**src/rtl/wall_generator.sv**
```systemverilog
// rtl/wall_generator.sv - approaching wall with a rectangular hole, depth-shaded RGB565 pixel output
// Wall launches on start, steps one depth unit every FRAMES_PER_STEP frames, and flags collision at depth 0.
module wall_generator #(
   parameter int          ACTIVE_H_PIXELS = 1280,
   parameter int          ACTIVE_LINES    = 720,
   parameter int          START_DEPTH     = 255,
   parameter int          FRAMES_PER_STEP = 2,
   parameter logic [15:0] WALL_RGB        = 16'hF800
) (
   input  logic        clk_in,
   input  logic        rst_in,
   input  logic [10:0] h_count_in,
   input  logic [9:0]  v_count_in,
   input  logic        new_frame_in,
   input  logic        start_in,
   input  logic [10:0] hole_x_in,
   input  logic [10:0] hole_w_in,
   input  logic [9:0]  hole_y_in,
   input  logic [9:0]  hole_h_in,
   output logic        is_wall,
   output logic [15:0] wall_color,
   output logic [7:0]  wall_depth,
   output logic        wall_active,
   output logic        collision_check
);

   typedef enum logic [1:0] {IDLE, APPROACH, CHECK} state_t;

   localparam logic [11:0] H_LIMIT    = 12'(ACTIVE_H_PIXELS);
   localparam logic [10:0] V_LIMIT    = 11'(ACTIVE_LINES);
   localparam logic [7:0]  START_D    = 8'(START_DEPTH);
   localparam logic [15:0] FRAME_LAST = 16'(FRAMES_PER_STEP - 1);
   localparam logic [4:0]  BASE_R     = WALL_RGB[15:11];
   localparam logic [5:0]  BASE_G     = WALL_RGB[10:5];
   localparam logic [4:0]  BASE_B     = WALL_RGB[4:0];

   state_t      state;
   logic [15:0] frame_cnt;
   logic [10:0] hole_x, hole_w;
   logic [9:0]  hole_y, hole_h;
   logic        pulse_pending;

   logic [11:0] h_ext, h_end;
   logic [10:0] v_ext, v_end;
   logic        inside_hole, in_area, pix_wall;
   logic [1:0]  shift;
   logic [15:0] shaded;

   // hole edges are widened by one bit so x+w never wraps back into the screen
   always_comb begin
      h_ext       = {1'b0, h_count_in};
      v_ext       = {1'b0, v_count_in};
      h_end       = {1'b0, hole_x} + {1'b0, hole_w};
      v_end       = {1'b0, hole_y} + {1'b0, hole_h};
      inside_hole = (h_ext >= {1'b0, hole_x}) && (h_ext < h_end) &&
                    (v_ext >= {1'b0, hole_y}) && (v_ext < v_end);
      in_area     = (h_ext < H_LIMIT) && (v_ext < V_LIMIT);
      pix_wall    = wall_active && in_area && !inside_hole;
   end

   always_comb begin
      shift = 2'd0;
      if (wall_depth >= 8'd192)
         shift = 2'd2;
      else if (wall_depth >= 8'd128)
         shift = 2'd1;
      shaded = {BASE_R >> shift, BASE_G >> shift, BASE_B >> shift};
   end

   // collision_check fires one cycle after depth lands on 0, via pulse_pending
   always_ff @(posedge clk_in) begin
      if (!rst_in) begin
         state           <= IDLE;
         frame_cnt       <= 16'd0;
         hole_x          <= 11'd0;
         hole_w          <= 11'd0;
         hole_y          <= 10'd0;
         hole_h          <= 10'd0;
         pulse_pending   <= 1'b0;
         is_wall         <= 1'b0;
         wall_color      <= 16'h0000;
         wall_depth      <= 8'd0;
         wall_active     <= 1'b0;
         collision_check <= 1'b0;
      end else begin
         is_wall         <= pix_wall;
         wall_color      <= pix_wall ? shaded : 16'h0000;
         collision_check <= pulse_pending;
         pulse_pending   <= 1'b0;
         case (state)
            IDLE: begin
               if (start_in) begin
                  hole_x      <= hole_x_in;
                  hole_w      <= hole_w_in;
                  hole_y      <= hole_y_in;
                  hole_h      <= hole_h_in;
                  wall_depth  <= START_D;
                  frame_cnt   <= 16'd0;
                  wall_active <= 1'b1;
                  state       <= APPROACH;
               end
            end
            APPROACH: begin
               if (new_frame_in) begin
                  if (frame_cnt == FRAME_LAST) begin
                     frame_cnt <= 16'd0;
                     if (wall_depth <= 8'd1) begin
                        wall_depth    <= 8'd0;
                        pulse_pending <= 1'b1;
                        state         <= CHECK;
                     end else begin
                        wall_depth <= wall_depth - 8'd1;
                     end
                  end else begin
                     frame_cnt <= frame_cnt + 16'd1;
                  end
               end
            end
            CHECK: begin
               if (new_frame_in) begin
                  wall_depth  <= 8'd0;
                  wall_active <= 1'b0;
                  state       <= IDLE;
               end
            end
            default: state <= IDLE;
         endcase
      end
   end

endmodule

```
**config.mk**
```make
export PLATFORM = sky130hd
export DESIGN_NAME = wall_generator
export DESIGN_NICKNAME = d
export VERILOG_FILES = /design/src/rtl/wall_generator.sv
export SDC_FILE = /design/constraint.sdc
export NUM_CORES = 1
export LEC_CHECK = 0
export BUFFER_PORTS_ARGS = -buffer_cell sky130_fd_sc_hd__buf_2
export CAP_MARGIN = 20
export CORE_ASPECT_RATIO = 1.1
export CORE_MARGIN = 2
export CORE_UTILIZATION = 55
export DETAILED_ROUTE_END_ITERATION = 7
export PLACE_DENSITY_LB_ADDON = 0.1
export SLEW_MARGIN = 0
export SYNTH_ARGS = -nofsm -noshare
export SYNTH_HDL_FRONTEND = slang
export SYNTH_SLANG_ARGS = --single-unit
```
**constraint.sdc**
```tcl
create_clock -name clk_in -period 4.8 [get_ports clk_in]
set_clock_uncertainty 0.15 [all_clocks]
set_input_delay 0.24 -clock clk_in [delete_from_list [all_inputs] [get_ports clk_in]]
set_output_delay 0.24 -clock clk_in [all_outputs]
set_load 0.1 [all_outputs]
```
# --- Word-level counts from Yosys, hierarchy flattened ---
# Index checks and enable logic that the tools add are counted.
# Widths: inputs -> output; s select.
classes:
  n_shift: 3
  order_cmp: 9
  n_eq_ne: 8
  reduce_logical: 18
  n_addsub: 4
  muxes: 22
ops:
  columns: ["cell", "count"]
  rows:
  - ["$mux 16", 3]
  - ["$mux 8", 5]
  - ["$pmux 16 s2", 1]
  - ["$pmux 8 s3", 1]
  - ["$add 16x1->16 const B", 1]
  - ["$eq 16x1->1 const B", 1]
  - ["$ge 8x8->1 const B", 2]
  - ["$add 11x11->12", 1]
  - ["$lt 11x12->1", 1]
  - ["$mux 2", 6]
  - ["$add 10x10->11", 1]
  - ["$ge 11x11->1", 1]
  - ["$lt 10x11->1", 1]
  - ["$lt 11x11->1 const B", 1]
  - ["$ge 10x10->1", 1]
  - ["$lt 10x10->1 const B", 1]
  - ["$ne 2x2->1 const B", 5]
  - ["$reduce_and 5->1", 2]
  - ["$le 8x1->1 const B", 1]
  - ["$sub 8x1->8 const B", 1]
  - ["$logic_and 1x1->1", 6]
  - ["$pmux 2 s3", 1]
  - ["$reduce_and 3->1", 2]
  - ["$shr 1x2->6 const A", 1]
  - ["other kinds (12)", 17]
word_totals:
  output_inout_bits: 27
  inputBits: 67
  word_cells: 76
  reg_bits: 88

# --- Logic depth before layout (Yosys ltp) ---
depth:
  word_depth: 8
  ltp_mapped: 16
  ltp_nobuf: 16

# --- Worst setup path after synthesis ---
# Ideal clock, no wire load.
synth_path:
  path_type: "register to register"
  startpoint: "register hole_x[0]"
  endpoint: "register wall_color[14]"
  path_stages_with_launch: 14
  setup_time_ps: 90
  n_path_buf: 0
  setup_slack_ps: 1185
  period_less_slack_ps: 3615
  arrival_time_ps: 3375
  t_required_ps: 4560
  path_cell_list: "dfxtp_1 -> ha_1 -> fa_1 -> a21o_1 -> a21oi_1 -> o21ai_0 -> o41a_1 -> nor4b_1 -> a211oi_1 -> ha_1 -> a21oi_1 -> a2111oi_2 -> or3b_4 -> a32oi_1"
synth_via:
  elab_chain_cells: 8
  elab_cells_between_ends: 9
  classes_between: "1 x add/sub; 2 x order compare; 6 x reduce/logical"
synth_lines:
  columns: ["element", "line_no", "text"]
  rows:
  - ["start: declaration", "39", "logic [10:0] hole_x, hole_w;"]
  - ["start signal: assignment", "93", "hole_x <= hole_x_in;"]
  - ["$add 11x11->12", "53", "h_end = {1'b0, hole_x} + {1'b0, hole_w};"]
  - ["$lt 11x12->1", "55", "inside_hole = (h_ext >= {1'b0, hole_x}) && (h_ext < h_end) &&"]
  - ["$logic_and 1x1->1 (*) (2 in a row)", "55", null]
  - ["$logic_and 1x1->1 (*)", "56", "(v_ext >= {1'b0, hole_y}) && (v_ext < v_end);"]
  - ["$logic_not 1->1 (*)", "58", "pix_wall = wall_active && in_area && !inside_hole;"]
  - ["$logic_and 1x1->1 (*)", "58", null]
  - ["$reduce_and 2->1 (no source line) (*)", null, null]
  - ["end signal: assignment", "87", "wall_color <= pix_wall ? shaded : 16'h0000;"]
  - ["end: declaration", "21", "output logic [15:0] wall_color,"]
# Every way passes the cells marked *; elsewhere a longest branch is shown, timed or not.
# A chain may end at the register's enable or synchronous reset.

# --- Worst setup path after layout ---
# Ends and elaborated chain as after synthesis.

==> flow_summary.json <==
{
  "clock-sinks": 76,
  "gp_congestion": 0.822,
  "max_slew.worst_pin.slew_ns": 0.558,
  "drv_cap": 0,
  "post_drt_wl_per_cell_um": 13.5,
  "io_buffer_count": 82,
  "vias": 4582,
  "ff2ff_setup_slack_ns": 0.91,
  "critPathArrivalTime_ns": 4.01,
  "r2r-start": "hole_x[0]",
  "fin_crit_sh_pct": 81.0,
  "synth.avg_cell_area_um2": 8.13,
  "ys.flop_type": "dfxtp_1",
  "clk_pin_slew_ns": 0.09,
  "hold_class": "input pin to flop",
  "min_period_ns": 3.89,
  "cpPeakStageDelay_ns": 0.45,
  "critPathKind": "flop to flop",
  "ys_seq_elements": 76,
  "yosys_warnings": 0,
  "grt_use_total_pct": 23.5,
  "ant_nets": 0,
  "start_util_pct": 56.9,
  "core_region_area_um2": 8870,
  "die_area_um2": 9960,
  "cts-root-buf": "clkbuf_8",
  "finalMaxSlewViolations": 0,
  "grt_pass1_wl_um": 18900,
  "mappedNetlistArea_um2": 5050,
  "p_leak_nw": 2.66,
  "slew_headroom_pct": 62.6,
  "synthTopCellsByArea": "dfxtp_1 30%, ha_1 16%, nand2_1 7.8%",
  "r2r_cells": 13,
  "yosysSeqAreaShare_pct": 30.1,
  "vias_per_cell": 5.42,
  "clock_tree.buffer_depth": 2,
  "cts_tree": "built",
  "grt_overflow": 0,
  "num_rows": 36,
  "critPathLaunchType": "flop",
  "first_pass_iters": 4,
  "cp_max_fo": 5,
  "whs_endpoint": "hole_w[1]",
  "synth_edf_count": 0,
  "routed_wl_um": 11400,
  "drive_gt1_share_pct": 15.4,
  "drtIter0Drc": 177,
  "cpMaxStageDelayCell": "or3b_4",
  "antenna_found_initial": 0,
  "crit_required_ns": 4.92,
  "synthCells": 621,
  "nFillCells": 781,
  "mostFrequentLayoutCells": "105 x nand2_1, 82 x buf_2, 76 x dfxtp_1",
  "dpl.hpwl_um": 8560,
  "finalNetCount": 861,
  "insertion_delay_ns": 0.35,
  "areaGrowthSynthToFinish_pct": 19.0,
  "ys_async_sr_fraction_pct": 0,
  "htree_num_levels": 3,
  "die_y_um": 104,
  "drc": 0,
  "end_kind": "flop",
  "max_freq_mhz": 257,
  "finish.utilization_pct": 67.7,
  "powerDensity_nw_per_um2": 286,
  "peakVddDrop_uv": 184,
  "post-synth-top-area-cell": "dfxtp_1",
  "synth_top_area_share_pct": 30.1,
  "ios": 94,
  "worstHoldStart": "hole_w_in[1]",
  "finalSetupViolCount": 0,
  "grt_pass1_vias": 4282,
  "holdPathStages": 3,
  "die_x_um": 95.3,
  "synthDistinctLibCells": 59,
  "hold_viol": 0,
  "layout_commonest_cell": "nand2_1",
  "crit_chain": "ha_1 -> fa_1 -> a21o_1 -> a21oi_1 -> o21ai_0 -> o41a_1 -> nor4b_1 -> a211oi_1 -> ha_1 -> a21oi_1 -> a2111oi_2 -> or3b_4 -> a32oi_1",
  "status": "finished, final reports clean",
  "multi_input_area_um2": 3260,
  "cts_inserted_buffers": 9,
  "grt_max_degree": 61,
  "reg2reg_to": "wall_color[14]",
  "regArea_um2": 1520,
  "tns_ns": 0,
  "rsz0062_at_grt": "false",
  "diodes": 0
}
-- synth_stat cells (2+ instances only) --
| cell | number |
|---|---|
| nor2b_1 | 3 |
| and4_1 | 2 |
| fa_1 | 2 |
| a211o_1 | 3 |
| xnor2_1 | 10 |
| o2111ai_1 | 2 |
| nand3_1 | 11 |
| a21oi_1 | 34 |
| a21boi_0 | 45 |
| buf_2 | 2 |
| buf_4 | 12 |
| nand2b_1 | 11 |
| and3_1 | 3 |
| nor4_1 | 7 |
| a31oi_1 | 2 |
| dfxtp_1 | 76 |
| xor2_1 | 18 |
| a211oi_1 | 6 |
| nor3_1 | 9 |
| nand4_1 | 5 |
| o21bai_1 | 4 |
| and2_1 | 7 |
| o21a_1 | 9 |
| a21o_1 | 9 |
| o21ai_0 | 31 |
| nor4b_1 | 2 |
| inv_1 | 39 |
| nor2_1 | 38 |
| o211ai_1 | 5 |
| ha_1 | 65 |
| clkbuf_1 | 16 |
| o211a_1 | 2 |
| nand2_1 | 105 |
-- how the worst max path moves through the flow --
stage | startpoint | to | slack [ns] | cells past startpoint
finish | hole_x[0] | wall_color[14] | 0.91 | 13
CTS | hole_x[0] | wall_color[14] | 0.95 | 13
detailed placement | hole_x[0] | wall_color[14] | 0.99 | 13
floorplan | hole_x[0] | wall_color[14] | 1.18 | 13
global placement | hole_x[0] | wall_color[14] | 1.07 | 13
global route | hole_x[0] | wall_color[15] | 0.70 | 13
-- worst max-delay path, delay by kind of cell, from the launching register on --
family	cells	cell delay [ns]
AOI/OAI and AO/OA	8	1.60
DFF	1	0.35
adders and majority gates	3	0.95
and+or+nand+nor	2	0.76
-- flip-flops by register name, summed over array words and instances (netlist names) --
register,cells
hole_h,10
is_wall,1
hole_w,11
pulse_pending,1
collision_check,1
frame_cnt,16
hole_x,11
hole_y,10
wall_color,4
state,2
wall_active,1
wall_depth,8
-- area by class of cell --
| type | count | area share [%] |
|---|---|---|
| multi-input cells | 486 | 54.2 |
| flip-flops and latches | 76 | 25.3 |
| repair buffers | 115 | 12.2 |
| inverters | 39 | 2.44 |
| well taps | 114 | 2.37 |
| clock buffers | 10 | 2.29 |
| clock inverters | 6 | 1.17 |
-- metrics by stage --
stage	cell area, um^2	setup slack (ns)	hold slack (ns)	std cells	total power [mW]
2_1_floorplan	5080	1.18	0.235	631	1.09
3_3_place_gp	5510	1.07	0.274	801	1.18
3_5_place_dp	5510	0.989	0.281	801	1.20
4_1_cts	6010	0.953	0.000218	846	1.73
5_1_grt	6010	0.704	0.0152	846	1.82
6_report	6010	0.912	0.00361	846	1.72
-- where the power goes --
group          internal, mW  total (mW)  switching (mW)
clock network         0.258       0.511           0.253
logic                 0.174       0.506           0.332
registers             0.667       0.699          0.0325
-- layer usage --
layer  vias to the layer above  GRT usage (%)  part of all wire [%]
li1                       2359              -                     -
met1                      2110           28.8                    44
met2                        94           40.9                    50
met3                        19           3.48                   3.9
met4                         0           8.49                   2.0
met5                         -              0                     0
-- timing repair --
action	in CTS	in global routing
hold endpoints to repair	29	0
setup buffers	0	0
hold buffers	29	0
gates resized for setup	0	0
-- cells by family after synthesis --
kind of cell             synth area share [%]
flip-flops                               30.1
buffers and inverters                    6.07
other                                  0.0743
XOR/XNOR                                 4.86
multiplexers                            0.198
AND/OR/NAND/NOR                          19.1
adder cells (fa/ha/maj)                  16.9
AO/OA/AOI/OAI                            22.7
Power figures use the tool's default switching activity.
